<file path="config.mk">
export PLATFORM = sky130hd
export DESIGN_NAME = pipe_generator
export DESIGN_NICKNAME = d
export VERILOG_FILES = /design/src/rtl/flappy_pkg.sv /design/src/rtl/lfsr10.sv /design/src/rtl/pipe_generator.sv
export SDC_FILE = /design/constraint.sdc
export NUM_CORES = 1
export LEC_CHECK = 0
export CORE_MARGIN = 2
export CORE_UTILIZATION = 45
export DETAILED_ROUTE_END_ITERATION = 16
export MAX_ROUTING_LAYER = met4
export PLACE_DENSITY = 0.72
export SLEW_MARGIN = 0
export SYNTH_ARGS = -nofsm -noshare
export SYNTH_HDL_FRONTEND = slang
export SYNTH_SLANG_ARGS = --single-unit
</file>
<file path="constraint.sdc">
create_clock -name Clk -period 10.9 [get_ports Clk]
set_input_delay 1.09 -clock Clk [delete_from_list [all_inputs] [get_ports Clk]]
set_output_delay 1.09 -clock Clk [all_outputs]
set_load 0.1 [all_outputs]
</file>
<file path="src/rtl/flappy_pkg.sv">
// Shared constants for the flappy datapath.
// State codes match the collision checker.
package flappy_pkg;
  localparam logic [2:0] QInitial = 3'b001;
  localparam logic [2:0] QCheck   = 3'b010;
  localparam logic [2:0] QLose    = 3'b100;

  localparam int ScreenW = 640;
  localparam int ScreenH = 480;
  localparam int PipeW   = 60;
  localparam int GapH    = 140;
  localparam int GapMin  = 80;
  localparam int GapBits = 7;
  localparam int Speed   = 2;

  localparam logic [9:0] LfsrSeed = 10'h2A5;

  typedef enum logic [1:0] {
    IDLE,
    SCROLL,
    FROZEN
  } pipe_state_e;

  function automatic logic [7:0] sat_inc(input logic [7:0] v);
    return (v == 8'hFF) ? v : v + 8'd1;
  endfunction
endpackage

</file>
<file path="src/rtl/lfsr10.sv">
// Free-running 10-bit Fibonacci LFSR, x^10 + x^7 + 1.
// Recovers to the seed if it ever lands on zero.
import flappy_pkg::*;

module lfsr10 (
  input  logic       Clk,
  input  logic       reset,
  output logic [9:0] q
);
  always_ff @(posedge Clk) begin
    if (reset || q == '0)
      q <= LfsrSeed;
    else
      q <= {q[8:0], q[9] ^ q[6]};
  end
endmodule

</file>
<file path="src/rtl/pipe_generator.sv">
// Scrolling pipe: moves left per frame, respawns
// with a random gap, and scores passed pipes.
import flappy_pkg::*;

module pipe_generator #(
  parameter int SCREEN_W = ScreenW,
  parameter int PIPE_W   = PipeW,
  parameter int GAP_H    = GapH,
  parameter int GAP_MIN  = GapMin,
  parameter int GAP_BITS = GapBits,
  parameter int SPEED    = Speed
) (
  input  logic       Clk,
  input  logic       reset,
  input  logic       Frame_Tick,
  input  logic       Q_Initial,
  input  logic       Q_Check,
  input  logic       Q_Lose,
  input  logic [9:0] Bird_X_L,
  output logic [9:0] X_Edge_Left,
  output logic [9:0] X_Edge_Right,
  output logic [9:0] Y_Edge_Top,
  output logic [9:0] Y_Edge_Bottom,
  output logic [7:0] Score,
  output logic       Pipe_Passed
);
  localparam logic signed [10:0] SpawnL = 11'(SCREEN_W);
  localparam logic [9:0] SpawnR   = 10'(SCREEN_W + PIPE_W);
  localparam int         MidTop   = GAP_MIN + 2 ** (GAP_BITS - 1);
  localparam logic [9:0] SpawnTop = 10'(MidTop);
  localparam logic [9:0] SpawnBot = 10'(MidTop + GAP_H);

  pipe_state_e        state;
  logic signed [10:0] pos_l;
  logic signed [10:0] nxt_l;
  logic [9:0]         nxt_r;
  logic [9:0]         nxt_left;
  logic [9:0]         rnd_top;
  logic [9:0]         lfsr;
  logic               respawn;
  logic               score_ev;
  logic               passed;
  logic               reload;
  logic               move;

  lfsr10 u_lfsr (
    .Clk   (Clk),
    .reset (reset),
    .q     (lfsr)
  );

  wire unused_lfsr = ^lfsr;

  always_comb begin
    respawn  = X_Edge_Right <= 10'(SPEED);
    nxt_l    = respawn ? SpawnL : pos_l - 11'(SPEED);
    nxt_r    = 10'(nxt_l + 11'(PIPE_W));
    nxt_left = nxt_l[10] ? '0 : nxt_l[9:0];
    rnd_top  = 10'(GAP_MIN) + 10'(lfsr[GAP_BITS-1:0]);
    score_ev = (X_Edge_Right >= Bird_X_L) &&
               (nxt_r < Bird_X_L) && !passed;
    reload   = (state != IDLE) && Q_Initial;
    // Q_Lose wins over a tick landing on the same edge
    move     = (state == SCROLL) && !Q_Initial &&
               !Q_Lose && Frame_Tick;
  end

  always_ff @(posedge Clk) begin
    if (reset || reload) begin
      pos_l         <= SpawnL;
      X_Edge_Left   <= SpawnL[9:0];
      X_Edge_Right  <= SpawnR;
      Y_Edge_Top    <= SpawnTop;
      Y_Edge_Bottom <= SpawnBot;
    end else if (move) begin
      pos_l        <= nxt_l;
      X_Edge_Left  <= nxt_left;
      X_Edge_Right <= nxt_r;
      if (respawn) begin
        Y_Edge_Top    <= rnd_top;
        Y_Edge_Bottom <= rnd_top + 10'(GAP_H);
      end
    end
  end

  always_ff @(posedge Clk) begin
    if (reset) begin
      state       <= IDLE;
      Score       <= '0;
      Pipe_Passed <= 1'b0;
      passed      <= 1'b0;
    end else begin
      Pipe_Passed <= 1'b0;
      if (reload) begin
        state <= IDLE;
      end else begin
        unique case (state)
          IDLE: begin
            if (Q_Check) begin
              state  <= SCROLL;
              Score  <= '0;
              passed <= 1'b0;
            end
          end
          SCROLL: begin
            if (Q_Lose) begin
              state <= FROZEN;
            end else if (Frame_Tick) begin
              if (score_ev) begin
                Score       <= sat_inc(Score);
                Pipe_Passed <= 1'b1;
                passed      <= 1'b1;
              end else if (respawn) begin
                passed <= 1'b0;
              end
            end
          end
          FROZEN: begin
            state <= FROZEN;
          end
          default: state <= IDLE;
        endcase
      end
    end
  end
endmodule

</file>
==> metrics.yaml, run 1 <==
clk_pin_slew_ns: 0.07
ctsResizeCount: 0
drc: 0
final_cell_mix: "66 x dfxtp_1, 61 x clkdlybuf4s50_1, 50 x nand2_1, 46 x nor2_1, 31 x a21oi_1"
mostFrequentLayoutCell: "dfxtp_1"
p_leak_nw: 1.68
fin_ws_ns: 6.58
die_h_um: 91.7
synth_seq_cells: 66
min_path_type: "reg -> reg"
syn_avg_cell_area_um2: 8.37
met1Wirelength_um: 4030
critical_path_class: "reg -> reg"
finalClockSkew_ns: 0.0110
endpoint: "Score[3]$_SDFFE_PP0P_"
track_usage: 0.219
drt_first_pass_iters: 4
io_buffers: 61
drtIter0Drc: 172
num_vias: 3110
hold_viol: 0
cts_buffers: 9
slew_violations: 0
grt_max_degree: 35
clkPwrFrac: 0.328
tightest_slew_ns: 1.12
end_kind: "flip-flop"
synth_area_um2: 3460
root_buffer: "clkbuf_8"
synth.distinct_cells: 54
synth_top_area_frac: 0.381
r2r-end: "Score[3]$_SDFFE_PP0P_"
fin_crit_ns: 4.32
antenna_found_initial: 0
crit_path_start_kind: "flip-flop"
synth_area_leaders: "dfxtp_1 38%, ha_1 10%, nand2_1 5.4%"
p_sw_frac: 0.328
cts_hold_buffers: 0
crit_fanout: 14
ir_drop_v: 0.0000671
place_ws_ns: 6.66
ios: 65
grt_pass1_vias: 3024
layout.nets: 510
synth-seq-area-share: 0.381
grt_pass1_wl_um: 14500
finalWirelength_um: 8560
min_path_cells: 2
rsz0062_at_grt: "false"
setup_viol: 0
dieArea_um2: 8420
seq_power_share: 0.435
combPwrFrac: 0.237
clk-insertion-delay-late_ns: 0.35
syn_inst: 414
syn2layout_area_growth_pct: 23.9
max-clock-path-buffers: 2
cts_num_sinks: 66
core_area_um2: 7370
max_cap_viol_count: 0
critPathLaunch: "X_Edge_Right[3]$_SDFFE_PP1P_"
r2r_start: "X_Edge_Right[3]$_SDFFE_PP1P_"
detail_route.wl_per_cell_um: 15.0
die_w_um: 91.7
final_antenna_net_count: 0
top_layer_used: "met4"
yosys_warnings: 0
drive_gt1_frac: 0.0594
cts_tree: "done"
slew_headroom: 0.251
place_congestion: 0.948
start_util: 0.470
r2r_slack_ns: 6.58
viasPerCell: 5.46
antenna_cells: 0
synth_async_sr_flop_share: 0
met2_length_um: 3910
synth_ff_type: "dfxtp_1"
yosysTopAreaCell: "dfxtp_1"
wl_met3_um: 481
synth_edf_count: 0
cts_max_level: 3
hpwl_um: 6210
fin_util: 0.582
power_density_nw_per_um2: 137
status: "finished clean"
tns_ns: 0
cp.arrival_ns: 4.60
total_power_mw: 0.590
grt.overflow.total: 0
switchingPower_mw: 0.194
layout_worst_path_cycle_share: 0.396
fmax_mhz: 232
internal-power_mw: 0.396
worstPathRequired_ns: 11.18
rows: 31
cts_setup_buffers: 0
reg2regPathDepth: 15
-- power by group through the flow --
stage | Clock [mW] | Sequential (mW) | Combinational [mW]
floorplan | 0 | 0.275 | 0.0898
global placement | 0 | 0.261 | 0.134
detailed placement | 0 | 0.262 | 0.137
CTS | 0.197 | 0.256 | 0.139
global route | 0.212 | 0.258 | 0.153
finish | 0.194 | 0.256 | 0.140
-- layer usage --
metal  vias to the layer above  track usage
met3                        16       0.0353
li1                       1555            -
met1                      1441        0.287
met5                         -            -
met4                         0       0.0958
met2                        98        0.336
-- how the worst min path moves through the flow --
stage / startpoint / to
floorplan: u_lfsr.q[8]$_SDFF_PP0_ / u_lfsr.q[9]$_SDFF_PP1_
global placement: u_lfsr.q[8]$_SDFF_PP0_ / u_lfsr.q[9]$_SDFF_PP1_
detailed placement: u_lfsr.q[8]$_SDFF_PP0_ / u_lfsr.q[9]$_SDFF_PP1_
CTS: u_lfsr.q[8]$_SDFF_PP0_ / u_lfsr.q[9]$_SDFF_PP1_
global route: u_lfsr.q[8]$_SDFF_PP0_ / u_lfsr.q[9]$_SDFF_PP1_
finish: Y_Edge_Top[3]$_SDFFE_PP0P_ / Y_Edge_Top[3]$_SDFFE_PP0P_
-- cells by family (layout without fill, tap and decap cells) --
group / Yosys count / after routing / share of synthesized area
compound gates: 98 / 98 / 0.196
xor+xnor: 18 / 18 / 0.0455
fa+ha+maj: 28 / 28 / 0.101
buf+inv: 50 / 105 / 0.0628
flops: 66 / 66 / 0.381
mux: 1 / 1 / 0.00289
other cells: 1 / 3 / 0.00108
simple gates: 152 / 152 / 0.209
-- worst max-delay path, stage by stage (launching register included) --
cell	delay [ns]
dfxtp_1	0.35
nor4_2	0.35
and3_1	0.54
nor2_1	0.11
inv_1	0.12
ha_1	0.20
or3b_1	0.40
xor2_1	0.19
ha_1	0.23
a211oi_1	0.20
o21ai_0	0.13
a41oi_1	0.25
o31a_1	0.27
a31oi_2	0.21
or4_1	0.54
a21oi_1	0.16
-- flip-flops by register name (all words and copies together) (netlist names) --
register and cells:
X_Edge_Left 10, X_Edge_Right 10, u_lfsr.q 10, Y_Edge_Bottom 9
pos_l 9, Score 8, Y_Edge_Top 6, state 2
Pipe_Passed 1, passed 1
-- final cells by class --
| type | instances | area [um^2] |
|---|---|---|
| fillers | 653 | 3080 |
| multi-input cells | 300 | 1930 |
| flip-flops and latches | 66 | 1320 |
| repair buffers | 63 | 626 |
| clock buffers | 12 | 165 |
| well taps | 99 | 124 |
| inverters | 26 | 97.6 |
| clock inverters | 4 | 25.0 |
-- through the flow --
stage / hold WS, ns / instance area (um^2) / instances
finish: 0.458 / 4290 / 570
global route: 0.475 / 4290 / 570
CTS: 0.460 / 4290 / 570
detailed placement: 0.427 / 4100 / 554
global placement: 0.429 / 4100 / 554
floorplan: 0.412 / 3470 / 416
-- cells in the mapped netlist, drive strengths merged, types with 2 or more instances --
cell type / n
nor2: 46
or4: 4
xnor2: 10
nand2: 50
nand3: 10
nor3: 6
a32oi: 2
ha: 28
a211oi: 7
nand4b: 2
or3: 2
a31oi: 2
clkbuf: 14
a21oi: 32
xor2: 8
o211ai: 6
o21ai: 14
nand4: 4
nand2b: 9
buf: 10
dfxtp: 66
nor4: 4
a21o: 2
nor2b: 3
o31ai: 4
a22oi: 7
o21a: 2
o41ai: 3
and2: 4
or2: 3
a41oi: 6
nor3b: 2
inv: 26
a2111o: 2
No activity file was read; power rests on OpenSTA's default activity.
==> run 2: changes to the inputs <==
PLACE_DENSITY = 0.75   (was 0.72)
clock period = 3.8 ns   (was 10.9 ns; I/O delays follow)
==> run 2 against run 1 <==
  * Non-clock buffer count is 26 higher
  * Combinational power grew to 3.6 times the previous value
  * Routed wire length rose by 12%
  * Clock power increased to 2.8 times the previous value
  * Highest routed layer unchanged
  * The run now ends with setup timing left
  * Via count rose by 7.2%
  * Clock skew grew 0.0066 ns
  * Die area did not move
  * Critical endpoint is now Score[7]$_SDFFE_PP0P_
==> metrics.yaml, run 2 (same netlist as run 1, synthesis figures left out) <==
status: "finished with violations"
failed_checks: "setup timing"
max_cap_viol_count: 0
fin_ws_ns: -0.111
r2r-end: "Score[7]$_SDFFE_PP0P_"
fmax_mhz: 256
fin_util: 0.638
design_area_um2: 4700
layout_worst_path_cycle_share: 1.03
die_h_um: 91.7
antenna_cells: 0
rsz0062_at_grt: "true"
critical_path_class: "reg -> reg"
num_vias: 3334
power_density_nw_per_um2: 380
mostFrequentLayoutCell: "clkdlybuf4s50_1"
r2r_slack_ns: -0.11
ios: 65
syn2layout_area_growth_pct: 35.6
crit_path_start_kind: "flip-flop"
dieArea_um2: 8420
start_util: 0.470
min_path_type: "reg -> reg"
grt_pass1_wl_um: 15400
cts_tree: "done"
slew_violations: 0
final_antenna_net_count: 0
path_buf_inv: 1
critPathLaunch: "X_Edge_Right[1]$_SDFFE_PP0P_"
finalClockSkew_ns: 0.0175
drtIter0Drc: 232
cts_max_level: 3
fill_cells: 599
endpoint: "Score[7]$_SDFFE_PP0P_"
layout.nets: 536
io_buffers: 61
crit_top_cell: "xor2_2"
grt_max_degree: 35
end_kind: "flip-flop"
critPathTopFamily: "compound AO/OA/AOI/OAI gates"
crit_slowest_cell: "a2111o_1"
track_usage: 0.235
place_ws_ns: -0.226
die_w_um: 91.7
drc: 0
hold_viol: 0
path_depth: 14
setup_viol: 5
fin_crit_ns: 3.91
ir_drop_v: 0.000173
r2r_start: "X_Edge_Right[1]$_SDFFE_PP0P_"
cts_buffers: 9
slew_headroom: 0.247
top_regs: "X_Edge_Left x10, X_Edge_Right x10, u_lfsr.q x10"
placed_area_um2: 4240
timing.hold.ws_ns: 0.447
final_cell_mix: "61 x clkdlybuf4s50_1, 57 x dfxtp_1, 50 x nand2_1, 45 x nor2_1, 31 x a21oi_1"
drt_first_pass_iters: 5
total_power_mw: 1.78
hpwl_um: 6620
tightest_slew_ns: 1.12
cp.arrival_ns: 4.20
place_congestion: 0.945
cpPeakStageDelay_ns: 0.45
root_buffer: "clkbuf_8"
dp_cells: 569
cts_hold_buffers: 0
reg2regPathDepth: 14
final_cells: 595
core_area_um2: 7370
tns_ns: -0.349
clk_pin_slew_ns: 0.08
clk-insertion-delay-late_ns: 0.35
grt.overflow.total: 0
antenna_found_initial: 0
max-clock-path-buffers: 2
drive_gt1_frac: 0.159
rows: 31
grt_pass1_vias: 3325
p_leak_nw: 1.83
worstPathRequired_ns: 4.09
detail_route.wl_per_cell_um: 16.2
crit_chain: "or3_4, xor2_2, a31o_1, a221oi_4, nand3_2, xor2_2, ha_1, a211o_1, a41oi_2, o31a_1, buf_6, nand4_1, a2111o_1, a21oi_1"
finalWirelength_um: 9630
viasPerCell: 5.60
cts_num_sinks: 66
crit_fanout: 8
==> run 2: changes by cell type in the layout (fill, tap and decap cells not counted), sizes merged <==
cell    before  now
buf          2   28
clkinv       2    1
inv         26   27
clkbuf      12   11
==> run 2: power by group <==
group / internal (mW) / switching (mW)
combinational: 0.197 / 0.313
sequential: 0.711 / 0.0228
clock: 0.272 / 0.269
==> run 2: layout make-up <==
class / instances / area [um^2] / share of cell area
clock buffers: 11 / 153 / 0.0325
clock inverters: 4 / 26.3 / 0.00559
inverters: 26 / 97.6 / 0.0208
multi-input cells: 300 / 2110 / 0.450
flip-flops and latches: 66 / 1350 / 0.287
well taps: 99 / 124 / 0.0264
repair buffers: 89 / 836 / 0.178
==> run 2: layer usage <==
| layer | track usage | wire length, um | vias to the layer above | share of wire |
|---|---|---|---|---|
| met3 | 0.0427 | 566 | 28 | 0.059 |
| met5 | - | 0 | - | 0 |
| met4 | 0.106 | 247 | 0 | 0.026 |
| li1 | - | - | 1602 | - |
| met1 | 0.269 | 4180 | 1571 | 0.43 |
| met2 | 0.400 | 4630 | 133 | 0.48 |
==> run 2: how the worst min path moves through the flow <==
stage	startpoint	slack (ns)	endpoint	cells past startpoint
floorplan	u_lfsr.q[8]$_SDFF_PP0_	0.41	u_lfsr.q[9]$_SDFF_PP1_	1
detailed placement	u_lfsr.q[8]$_SDFF_PP0_	0.44	u_lfsr.q[9]$_SDFF_PP1_	1
CTS	u_lfsr.q[8]$_SDFF_PP0_	0.45	u_lfsr.q[9]$_SDFF_PP1_	1
global placement	u_lfsr.q[8]$_SDFF_PP0_	0.43	u_lfsr.q[9]$_SDFF_PP1_	1
global route	u_lfsr.q[8]$_SDFF_PP0_	0.47	u_lfsr.q[9]$_SDFF_PP1_	1
finish	u_lfsr.q[8]$_SDFF_PP0_	0.45	u_lfsr.q[9]$_SDFF_PP1_	1
==> run 2: worst reg2reg max path: cells and delay by family (launching register included) <==
family | cells | cell delay, ns
AO/OA/AOI/OAI | 7 | 1.97
flip-flops | 1 | 0.37
AND/OR/NAND/NOR | 3 | 0.73
adder cells (fa/ha/maj) | 1 | 0.32
XOR/XNOR | 2 | 0.35
buffers and inverters | 1 | 0.14
==> run 2: repair_timing <==
item                                    4_1_cts  5_1_grt
gates cloned                                  0        0
setup buffers                                 6        6
resized for setup                            16       17
endpoints found under the setup margin        6        9
pin swaps                                    11       14
